===== src/rtl/uart_tx.sv =====
// uart_tx: UART transmitter. It accepts one DATA_BITS-wide word over a valid/ready
// handshake and shifts it out LSB-first as a frame: start bit, data bits,
// optional even-parity bit, then stop bit.
// Optional feature macro: UART_TX_PARITY_EN. When it is defined, an even-parity
// bit is sent after the data bits.
// tx is registered and is set to its idle level by the asynchronous reset.
// tx_ready and tx_busy are decoded directly from the state register.
module uart_tx #(
  parameter int unsigned CLKS_PER_BIT = 868,
  parameter int unsigned DATA_BITS    = 8
) (
  input  logic                 clk,
  input  logic                 async_reset_n,
  input  logic [DATA_BITS-1:0] tx_data,
  input  logic                 tx_valid,
  output logic                 tx_ready,
  output logic                 tx,
  output logic                 tx_busy
);

  localparam int unsigned BAUD_W = (CLKS_PER_BIT > 1) ? $clog2(CLKS_PER_BIT) : 1;
  localparam int unsigned BIT_W  = $clog2(DATA_BITS + 1);

  localparam logic [BAUD_W-1:0] BAUD_LAST = BAUD_W'(CLKS_PER_BIT - 1);
  localparam logic [BIT_W-1:0]  BIT_LAST  = BIT_W'(DATA_BITS - 1);

`ifdef UART_TX_PARITY_EN
  typedef enum logic [2:0] {
    ST_IDLE   = 3'd0,
    ST_START  = 3'd1,
    ST_DATA   = 3'd2,
    ST_PARITY = 3'd3,
    ST_STOP   = 3'd4
  } state_e;
`else
  typedef enum logic [1:0] {
    ST_IDLE  = 2'd0,
    ST_START = 2'd1,
    ST_DATA  = 2'd2,
    ST_STOP  = 2'd3
  } state_e;
`endif

  state_e                state_q, state_d;
  logic [BAUD_W-1:0]     baud_q, baud_d;
  logic [BIT_W-1:0]      bit_q, bit_d;
  logic [DATA_BITS-1:0]  shift_q, shift_d;
  logic                  tx_q, tx_d;
  logic                  baud_last;
`ifdef UART_TX_PARITY_EN
  logic                  parity_q, parity_d;
`endif

  // Ready and busy are plain decodes of the current state
  assign tx_ready = (state_q == ST_IDLE);
  assign tx_busy  = (state_q != ST_IDLE);
  assign tx       = tx_q;

  // Next-state logic. tx_d is the line level of the next state, so the line
  // changes on the same edge as the state transition.
  always_comb begin
    state_d   = state_q;
    baud_d    = baud_q;
    bit_d     = bit_q;
    shift_d   = shift_q;
`ifdef UART_TX_PARITY_EN
    parity_d  = parity_q;
`endif
    tx_d      = 1'b1;
    baud_last = (baud_q == BAUD_LAST);

    case (state_q)
      ST_IDLE: begin
        if (tx_valid && tx_ready) begin
          shift_d  = tx_data;
`ifdef UART_TX_PARITY_EN
          parity_d = ^tx_data;
`endif
          baud_d   = '0;
          bit_d    = '0;
          state_d  = ST_START;
        end
      end
      ST_START: begin
        if (baud_last) begin
          baud_d  = '0;
          state_d = ST_DATA;
        end else begin
          baud_d = baud_q + BAUD_W'(1);
        end
      end
      ST_DATA: begin
        if (baud_last) begin
          baud_d  = '0;
          bit_d   = bit_q + BIT_W'(1);
          shift_d = shift_q >> 1;
          if (bit_q == BIT_LAST) begin
`ifdef UART_TX_PARITY_EN
            state_d = ST_PARITY;
`else
            state_d = ST_STOP;
`endif
          end
        end else begin
          baud_d = baud_q + BAUD_W'(1);
        end
      end
`ifdef UART_TX_PARITY_EN
      ST_PARITY: begin
        if (baud_last) begin
          baud_d  = '0;
          state_d = ST_STOP;
        end else begin
          baud_d = baud_q + BAUD_W'(1);
        end
      end
`endif
      ST_STOP: begin
        if (baud_last) begin
          baud_d  = '0;
          state_d = ST_IDLE;
        end else begin
          baud_d = baud_q + BAUD_W'(1);
        end
      end
      default: begin
        baud_d  = '0;
        bit_d   = '0;
        state_d = ST_IDLE;
      end
    endcase

    // Line level presented while in the next state
    case (state_d)
      ST_IDLE:   tx_d = 1'b1;
      ST_START:  tx_d = 1'b0;
      ST_DATA:   tx_d = shift_d[0];
`ifdef UART_TX_PARITY_EN
      ST_PARITY: tx_d = parity_q;
`endif
      ST_STOP:   tx_d = 1'b1;
      default:   tx_d = 1'b1;
    endcase
  end

  // State and datapath registers; reset forces the line idle immediately
  always_ff @(posedge clk or negedge async_reset_n) begin
    if (!async_reset_n) begin
      state_q  <= ST_IDLE;
      baud_q   <= '0;
      bit_q    <= '0;
      shift_q  <= '0;
      tx_q     <= 1'b1;
`ifdef UART_TX_PARITY_EN
      parity_q <= 1'b0;
`endif
    end else begin
      state_q  <= state_d;
      baud_q   <= baud_d;
      bit_q    <= bit_d;
      shift_q  <= shift_d;
      tx_q     <= tx_d;
`ifdef UART_TX_PARITY_EN
      parity_q <= parity_d;
`endif
    end
  end

endmodule


===== config.mk =====
export PLATFORM = sky130hd
export DESIGN_NAME = uart_tx
export DESIGN_NICKNAME = d
export VERILOG_FILES = /design/src/rtl/uart_tx.sv
export SDC_FILE = /design/constraint.sdc
export NUM_CORES = 1
export LEC_CHECK = 0
export ABC_CLOCK_PERIOD_IN_PS = 3200
export BUFFER_PORTS_ARGS = -buffer_cell sky130_fd_sc_hd__clkbuf_2
export CORE_ASPECT_RATIO = 1.5
export CORE_MARGIN = 10
export CORE_UTILIZATION = 40
export DETAILED_ROUTE_END_ITERATION = 7
export PLACE_DENSITY_LB_ADDON = 0.1
export SLEW_MARGIN = 10
export SYNTH_ARGS = -nofsm -noshare
export SYNTH_HDL_FRONTEND = slang
export SYNTH_SLANG_ARGS = --single-unit

===== constraint.sdc =====
create_clock -name clk -period 3.2 [get_ports clk]
set_clock_uncertainty 0.2 [all_clocks]
set_input_delay 0.32 -clock clk [delete_from_list [all_inputs] [get_ports clk]]
set_output_delay 0.32 -clock clk [all_outputs]
set_load 0.005 [all_outputs]

# Word-level counts from Yosys, hierarchy flattened
# Index checks and enable logic that the tools add are counted.
# W data, S select, Z words.
classes:
  n_div: 0
  reduce_logical: 8
  n_lt_le_gt_ge: 0
  n_eq_ne: 10
  shift: 0
  n_addsub: 2
  n_mux: 16
  n_bitwise: 0
  n_mul: 0
ops:
  columns: ["op", "n"]
  rows:
  - ["$mux W10", 2]
  - ["$pmux W10 S2", 1]
  - ["$mux W8", 2]
  - ["$pmux W8 S2", 1]
  - ["$add A10 B1 Y10 const B", 1]
  - ["$eq A10 B10 Y1 const B", 1]
  - ["$mux W2", 5]
  - ["$eq A2 B2 Y1 const B", 4]
  - ["$mux W4", 2]
  - ["$pmux W2 S4", 1]
  - ["$pmux W4 S2", 1]
  - ["$add A4 B1 Y4 const B", 1]
  - ["$eq A2 B1 Y1 const B", 2]
  - ["$eq A4 B3 Y1 const B", 1]
  - ["$logic_not A2 Y1", 2]
  - ["$reduce_bool A2 Y1", 2]
  - ["$pmux W1 S3", 1]
  - ["$reduce_and A3 Y1", 1]
  - ["$reduce_or A3 Y1", 1]
  - ["$ne A2 B1 Y1 const B", 1]
  - ["$ne A2 B2 Y1 const B", 1]
  - ["$reduce_or A2 Y1", 1]
  - ["$logic_and A1 B1 Y1", 1]
word_totals:
  word_cells: 42
  output_inout_bits: 3
  memories: 0
  ff_bits: 25
  in_bits: 11
  rom_bits: 0
  mem_bits_rw: 0
  latchBits: 0

# Depth between registers and ports, before layout
# Gate-level depths: netlist (run 1).
logic_depth:
  word_depth: 7
  depth_mapped: 10

# Worst setup path before layout (run 1)
# Ideal clock, no wire load.
synth_path:
  path_type: "reg-to-reg"
  startpoint: "register baud_q[0]"
  endpoint: "register tx_q, in the netlist tx"
  arrival_ns: 2.080
  stages_incl_launch_ff: 11
  required_time_ns: 2.924
  setup_slack_ns: 0.844
  path_cell_list: "dfrtp_1 ha_1 nor3b_4 and3_4 buf_6 nand4_1 a22o_2 ha_1 a21oi_1 o311a_1 nor3_2"
synth_via:
  elab_chain_cells: 6
  word_cells_on_any_way: 13
  cone_classes: "eq/ne (4); mux (7); reduce/logical (2)"
synth_lines:
  columns: ["element", "line", "text"]
  rows:
  - ["from (decl)", "45", "logic [BAUD_W-1:0] baud_q, baud_d;"]
  - ["from (signal assigned)", "159", "baud_q <= baud_d;"]
  - ["$eq A10 B10 Y1 (*)", "70", "baud_last = (baud_q == BAUD_LAST);"]
  - ["$mux W2, on equally long branches", "119, 85, 93", null]
  - ["$pmux W2 S4", "72", "case (state_q)"]
  - ["$eq A2 B2 Y1 or $logic_not A2 Y1 (tied branches)", "134", "case (state_d)"]
  - ["$reduce_or A2 Y1 (no line)", null, null]
  - ["$pmux W1 S3 (*)", "134", null]
  - ["via tx_d", "48", "logic tx_q, tx_d;"]
  - ["to (signal assigned)", "162", "tx_q <= tx_d;"]
  - ["to (decl)", "48", null]
# The timed path passes the listed nets; every way through them passes the cells marked *. The select of a mux whose other input is x is not followed.
# A chain may end at the register's enable or synchronous reset.

# Worst setup path after layout (run 1)
# Ends and elaborated chain as after synthesis.

==> metrics.csv, run 1 <==
stage,metric,value,unit
outcome,outcome,"complete, no violations",
sta,relSlewSlack,0.573,
global_route,gr-total-overflow,0,
drt,dr.pass1.iters,4,
sta,whs,0.0697,ns
sta,setup_viol,0,
drt,antenna_left,0,
cts,ctsLongestPathBuffers,2,
synth,syn_area,1400,sq um
place,port_buffers,13,
drt,post_drt_wl_per_cell,16.0,um
cts,cts.sink_count,25,
finish,fin_cells,186,
cts,clock_latency,0.27,ns
finish,final_nets,160,
synth,synth.distinct_cells,45,
place,dp_hpwl,2280,um
cts,root_buffer,clkbuf_8,
global_route,antenna_found_initial,0,
drt,detail_route.iter0.violations,37,
finish,synthToLayoutAreaGrowth,9.67,%
sta,max_slew.worst_pin.slew,0.640,ns
drt,routed_wl,2980,um
finish,drive_above_1_share,0.257,
power,power,822,uW
global_route,gr-usage-all-layers,0.106,
sta,slew_viol_final,0,
floorplanning,ios,14,
place,gp_congestion,0.730,
sta,rsz0062_at_grt,no,
critical_path,cp_slowest_stage_delay,0.42,ns
place,dp_cells,181,
synth,netlist_instances,130,
cts,cts_tree,built,
critical_path,cp.arrival,2.52,ns
synth,synth_nets,145,
floorplanning,die_y,92.4,um
critical_path,required,3.20,ns
cts,clkTransAtPathRegs,0.09,ns
sta,max_freq,398,MHz
synth,synth_ff_type,dfrtp_1,
floorplanning,dieArea,6310,sq um
cts,cts_buffers,3,
run,cap_violations,0,
global_route,grt_max_degree,26,
global_route,grt_pass1_vias,1117,
drt,drc,0,
sta,hold_viol,0,
synth,async_reset_ff_frac,1.00,
drt,vias,1049,
synth,synth_enable_flop_cells,0,
critical_path,worst-setup-path-type,reg -> reg,
critical_path,end_kind,flip-flop,
power,p_leak,0.681,nW
sta,period_share,0.785,
critical_path,slowest_stage,dfrtp_1,
synth,seq_area_frac_synth,0.449,
drt,avgViaCountPerCell,5.64,
critical_path,crit_path_cell_trace,ha_1 > nor3b_4 > and3_4 > nand4_1 > a22o_2 > ha_1 > a21oi_1 > o311a_1 > nor3_2,
critical_path,worstPathMaxFanout,6,
critical_path,crit_path_frequent_cell,ha_1,
floorplanning,die_w,68.3,um
floorplanning,coreArea,3380,sq um
global_route,grt_first_pass_wirelength,5240,um
floorplanning,fp-row-count,26,
sta,period_needed,2.51,ns
synth,synth-seq-cells,25,
power,vdd_drop_max,218,uV
synth,yosys_warnings,0,
power,powerDensity,537,nW/um^2
floorplanning,start_util,0.413,
cts,h-tree-depth,1,
hold_path,hp-class,in -> reg,
sta,tns,0,ns
finish,fill_cells,358,
finish,insertedDiodeCount,0,
cts,cts_setup_buffers,0,
synth,synth_area_per_cell,10.8,sq um
critical_path,setup.worst_path.start_class,flip-flop,
## worst paths after layout
path                       slack [ns]          to  cells after the start          start
min in group asynchronous        0.40   baud_q[6]                      2  async_reset_n
setup reg to reg                 0.69          tx                      9      baud_q[0]
max in group asynchronous        1.99  state_q[0]                      2  async_reset_n
hold reg to reg                  0.28  shift_q[1]                      1     shift_q[1]
setup / recovery                 0.69          tx                      9      baud_q[0]
hold / removal                   0.07  shift_q[7]                      2     tx_data[7]
## synthesized netlist by cell type, drive strengths merged, types with 2 or more instances
| master | n | share of area |
|---|---|---|
| and4 | 3 | 0.021 |
| or3 | 4 | 0.019 |
| ha | 4 | 0.036 |
| o21ai | 6 | 0.021 |
| nor3b | 2 | 0.022 |
| nand3 | 5 | 0.018 |
| inv | 7 | 0.019 |
| a21oi | 9 | 0.032 |
| a21o | 6 | 0.032 |
| and3 | 3 | 0.019 |
| a22o | 9 | 0.057 |
| buf | 3 | 0.024 |
| nand2 | 7 | 0.019 |
| nand4 | 7 | 0.031 |
| mux2i | 4 | 0.029 |
| xnor2 | 2 | 0.013 |
| clkbuf | 2 | 0.0081 |
| dfrtp | 24 | 0.43 |
| nor2 | 6 | 0.021 |
| mux2 | 2 | 0.016 |
## repair_timing
item	in CTS	in global routing
hold buffers	1	0
gates resized for setup	0	0
hold endpoints to repair	24	0
setup endpoints to repair	0	0
## layer usage
metal	vias to the layer above	part of all wire	GRT usage	wire length, um
met5	-	0	0	0
met4	0	0.017	0.0471	51
met3	4	0.032	0.0217	94
met2	10	0.54	0.185	1620
met1	519	0.41	0.117	1210
li1	516	-	-	-
## placed cells by master (no fill, tap or decap), types with 4 or more instances in the layout
cell type / synthesis / final
dfrtp_1: 24 / 24
clkbuf_2: 0 / 13
a21oi_1: 9 / 9
a22o_1: 8 / 8
nand4_1: 7 / 7
nand2_1: 7 / 7
inv_1: 6 / 6
a21o_1: 6 / 6
nand3_1: 5 / 5
mux2i_1: 4 / 4
ha_1: 4 / 4
## area by class of cell
type / count / area (sq um) / area share
well taps: 42 / 52.6 / 0.0343
multi-input cells: 93 / 699 / 0.456
clock buffers: 4 / 45.0 / 0.0294
repair buffers: 15 / 82.6 / 0.0539
flip-flops and latches: 25 / 627 / 0.409
inverters: 7 / 26.3 / 0.0171
## report_power, final
| group | switching [mW] | internal [mW] | total [mW] | leakage (nW) |
|---|---|---|---|---|
| Combinational | 0.0751 | 0.0897 | 0.165 | 0.349 |
| Sequential | 0.0890 | 0.380 | 0.469 | 0.309 |
| Clock | 0.0991 | 0.0890 | 0.188 | 0.0228 |
| Total | 0.263 | 0.559 | 0.822 | 0.681 |
## through the flow
stage                util  worst slack, ns  area [sq um]
floorplan               -            0.844          1400
global placement    0.437            0.796          1480
detailed placement  0.437            0.716          1480
CTS                 0.453            0.688          1530
global route        0.453            0.518          1530
finish              0.453            0.686          1530
## cell families (layout without fill, tap and decap cells)
| kind of cell | Yosys count | after routing | share of synthesized area |
|---|---|---|---|
| xor+xnor | 3 | 3 | 0.0188 |
| flops | 25 | 25 | 0.449 |
| simple gates | 43 | 43 | 0.212 |
| fa+ha+maj | 4 | 4 | 0.0358 |
| compound gates | 37 | 37 | 0.189 |
| mux | 6 | 6 | 0.0448 |
| buf+inv | 12 | 26 | 0.0510 |
## state kept, by name (all words and copies together) (netlist names)
signal,count
baud_q,10
tx,1
bit_q,4
state_q,2
shift_q,8
## worst max-delay path: cells and delay by family, from the launching register on
family / cells / cell delay (ns)
AND/OR/NAND/NOR: 4 / 0.70
flip-flops: 1 / 0.42
AO/OA/AOI/OAI: 3 / 0.55
adder cells (fa/ha/maj): 2 / 0.57
Note: power is estimated with default switching activity, not from simulation.
==> run 2: changes to the inputs <==
--- a/config.mk
+++ b/config.mk
@@ -5,7 +5,8 @@
 export SDC_FILE = /design/constraint.sdc
 export NUM_CORES = 1
 export LEC_CHECK = 0
-export ABC_CLOCK_PERIOD_IN_PS = 3200
+export ABC_AREA = 1
+export ABC_CLOCK_PERIOD_IN_PS = 2550
 export BUFFER_PORTS_ARGS = -buffer_cell sky130_fd_sc_hd__clkbuf_2
 export CORE_ASPECT_RATIO = 1.5
 export CORE_MARGIN = 10
==> constraint.sdc (replaced) <==
create_clock -name clk -period 2.55 [get_ports clk]
set_clock_uncertainty 0.2 [all_clocks]
set_input_delay 0.255 -clock clk [delete_from_list [all_inputs] [get_ports clk]]
set_output_delay 0.255 -clock clk [all_outputs]
set_load 0.005 [all_outputs]
==> run 2 against run 1 <==
Net effect:
- power shrank 20%
- clock power grew 29%
- sequential power shrank 16%
- final area grew 4.3%
- non-clock buffer count grew 3
- global-route usage shrank 0.57 points
- cell count grew 18%
- critical path type unchanged
- highest routed layer unchanged
==> metrics.csv, run 2 <==
stage,metric,value,unit,change
global_route,antenna_found_initial,0,,unchanged
drt,post_drt_wl_per_cell,12.5,um,was 16.0 um
drt,routed_wl,2740,um,was 2980 um
synth,synth_area_per_cell,8.97,sq um,was 10.8 sq um
sta,slew_viol_final,0,,unchanged
synth,netlist_instances,156,,was 130
drt,avgViaCountPerCell,4.95,,was 5.64
drt,detail_route.iter0.violations,41,,was 37
global_route,grt_first_pass_wirelength,5070,um,was 5240 um
cts,ctsLongestPathBuffers,2,,unchanged
global_route,gr-usage-all-layers,0.100,,was 0.106
floorplanning,coreArea,3380,sq um,unchanged
finish,reg.largest.list,"baud_q x10, shift_q x8, bit_q x4",,unchanged
cts,cts_buffers,3,,unchanged
cts,root_buffer,clkbuf_8,,unchanged
sta,tns,0,ns,unchanged
critical_path,startpoint,baud_q[1],,was baud_q[0]
sta,hold_viol,0,,unchanged
floorplanning,fp-row-count,26,,unchanged
power,p_int,516,uW,was 559 uW
hold_path,holdCritStartpoint,tx_data[4],,was tx_data[7]
synth,async_reset_ff_frac,1.00,,unchanged
power,pwr-share-clk,0.367,,was 0.229
cts,cts_tree,built,,unchanged
synth,synth.distinct_cells,33,,was 45
drt,dr.pass1.iters,4,,unchanged
sta,period_needed,2.00,ns,was 2.51 ns
place,dpl_cell_area,1500,sq um,was 1480 sq um
global_route,grt_pass1_vias,1205,,"was 1,117"
drt,vias,1084,,"was 1,049"
sta,max_freq,499,MHz,was 398 MHz
cts,cts.sink_count,25,,unchanged
power,vdd_drop_max,302,uV,was 218 uV
power,switching_power,144,uW,was 263 uW
place,gp_congestion,0.810,,was 0.730
cts,clock_latency,0.27,ns,about the same
finish,layout_common_cells,"nand2_1 (30), dfrtp_1 (24), inv_1 (21)",,"was dfrtp_1 (24), clkbuf_2 (13), a21oi_1 (9)"
place,port_buffers,13,,unchanged
critical_path,r2r_slack,0.55,ns,was 0.69 ns
synth,synth_enable_flop_cells,0,,unchanged
critical_path,r2r-start,baud_q[1],,was baud_q[0]
power,p_leak,0.791,nW,was 0.681 nW
finish,synthToLayoutAreaGrowth,14.2,%,was 9.67%
synth,syn_area,1400,sq um,about the same
synth,synth-seq-cells,25,,unchanged
synth,synth_top_area_frac,0.429,,was 0.430
sta,finalWorstSetupSlack,0.545,ns,was 0.686 ns
global_route,grt_max_degree,26,,unchanged
critical_path,required,2.56,ns,was 3.20 ns
finish,insertedDiodeCount,0,,unchanged
finish,drive_above_1_share,0.266,,was 0.257
critical_path,end_kind,flip-flop,,unchanged
synth,yosysMostFrequentCell,nand2_1,,was dfrtp_1
floorplanning,die_y,92.5,um,was 92.4 um
power,p_sw_frac,0.219,,was 0.320
place,dp_cells,210,,was 181
floorplanning,die_w,68.3,um,about the same
synth,synth.area.top_cells,"dfrtp_1 (43%), nand2_1 (8.0%), inv_1 (5.6%), ha_1 (3.6%), o221ai_1 (3.1%)",,"was dfrtp_1 (43%), a22o_1 (5.0%), ha_1 (3.6%), a21oi_1 (3.2%), a21o_1 (3.2%)"
cts,ctsHoldBuffers,5,,was 1
sta,period_share,0.786,,was 0.785
synth,yosys.area.top_type,dfrtp_1,,unchanged
cts,clkTransAtPathRegs,0.10,ns,was 0.09 ns
hold_path,hp-class,in -> reg,,unchanged
sta,setup_viol,0,,unchanged
drt,drc,0,,unchanged
sta,rsz0062_at_grt,no,,unchanged
cts,h-tree-depth,1,,unchanged
critical_path,setup.worst_path.start_class,flip-flop,,unchanged
critical_path,endpoint,tx,,unchanged
critical_path,cp.arrival,2.01,ns,was 2.52 ns
critical_path,r2r_cells,9,,unchanged
place,dp_hpwl,2160,um,was 2280 um
critical_path,reg2reg_to,tx,,unchanged
synth,seq_area_frac_synth,0.448,,was 0.449
drt,antenna_left,0,,unchanged
finish,largest_register,baud_q,,unchanged
place,pre_cts_slack,0.563,ns,was 0.716 ns
power,p_comb_frac,0.033,,was 0.200
cts,cts_setup_buffers,0,,unchanged
finish,final_area,1600,sq um,was 1530 sq um
finish,fill_cells,348,,was 358
global_route,gr-total-overflow,0,,unchanged
sta,relSlewSlack,0.587,,was 0.573
synth,synth_nets,171,,was 145
power,powerDensity,413,nW/um^2,was 537 nW/um^2
cts,cts.repair.resized,0,,unchanged
floorplanning,ios,14,,unchanged
floorplanning,dieArea,6320,sq um,was 6310 sq um
finish,final_common_cell,nand2_1,,was dfrtp_1
sta,max_slew.worst_pin.slew,0.619,ns,was 0.640 ns
synth,synth_ff_type,dfrtp_1,,unchanged
power,seq_power_share,0.600,,was 0.571
floorplanning,start_util,0.414,,was 0.413
synth,synthTopCellsByCount,"nand2_1 (30), dfrtp_1 (24), inv_1 (21), nand3_1 (8), o21ai_0 (7)",,"was dfrtp_1 (24), a21oi_1 (9), a22o_1 (8), nand2_1 (7), nand4_1 (7)"
finish,fin_cells,219,,was 186
sta,whs,0.00144,ns,was 0.0697 ns
critical_path,worstPathMaxFanout,11,,was 6
synth,yosys_warnings,0,,unchanged
critical_path,worst-setup-path-type,reg -> reg,,unchanged
finish,final_nets,193,,was 160
finish,largest_reg_flops,10,,unchanged
outcome,outcome,"complete, no violations",,unchanged
run,cap_violations,0,,unchanged
## run 2: cell count changes after synthesis, moves of 6 or more
cell	delta
a21o_1	-6
a21oi_1	-7
a22o_1	-7
inv_1	+15
nand2_1	+23
nand4_1	-6
## run 2: power by group through the flow
stage	clock (mW)	sequential [mW]	combinational [mW]
final	0.242	0.396	0.0217
after CTS	0.247	0.396	0.0226
after floorplan	0	0.404	0.00000991
after detailed placement	0	0.404	0.0166
after global placement	0	0.404	0.0164
after global routing	0.264	0.396	0.0250
## run 2: logic make-up after synthesis
group / synth area share
XOR/XNOR: 0.0188
buffers and inverters: 0.0920
adder cells (fa/ha/maj): 0.0357
AO/OA/AOI/OAI: 0.131
flip-flops: 0.448
AND/OR/NAND/NOR: 0.274
## run 2: worst max-delay path, cell delays in order, from the launching register on
cell	delay, ns
dfrtp_1	0.39
ha_1	0.24
nand2_1	0.08
nor2_2	0.19
nand3_4	0.20
inv_1	0.11
a21oi_2	0.07
ha_1	0.28
inv_1	0.05
a21oi_2	0.12
## run 2: routing by layer
| layer | up-vias | part of all wire | track usage |
|---|---|---|---|
| met4 | 0 | 0.020 | 0.0404 |
| met5 | - | 0 | 0 |
| met3 | 6 | 0.030 | 0.0229 |
| li1 | 548 | - | - |
| met2 | 17 | 0.53 | 0.178 |
| met1 | 513 | 0.42 | 0.108 |
## run 2: per-stage QoR
step	utilization	total power [mW]
finish	0.473	0.660
global route	0.473	0.685
CTS	0.473	0.665
detailed placement	0.444	0.421
global placement	0.444	0.420
floorplan	-	0.404
## run 2: how the worst min path moves through the flow
stage                 end  slack, ns  depth (start not counted)
2_1_floorplan   baud_q[0]      -0.24                          0
5_1_grt        shift_q[4]       0.02                          3
3_3_place_gp    baud_q[3]       0.10                          1
3_5_place_dp    baud_q[5]       0.11                          1
6_report       shift_q[4]      0.001                          3
4_1_cts        shift_q[4]      0.004                          3
## run 2: cell type report
type / count / area (sq um) / area share
Timing Repair Buffer: 18 / 115 / 0.0720
Tap cell: 42 / 52.6 / 0.0329
Sequential cell: 25 / 627 / 0.392
Clock buffer: 3 / 41.3 / 0.0258
Clock inverter: 1 / 5.00 / 0.00313
Multi-Input combinational cell: 101 / 644 / 0.403
Inverter: 29 / 114 / 0.0712
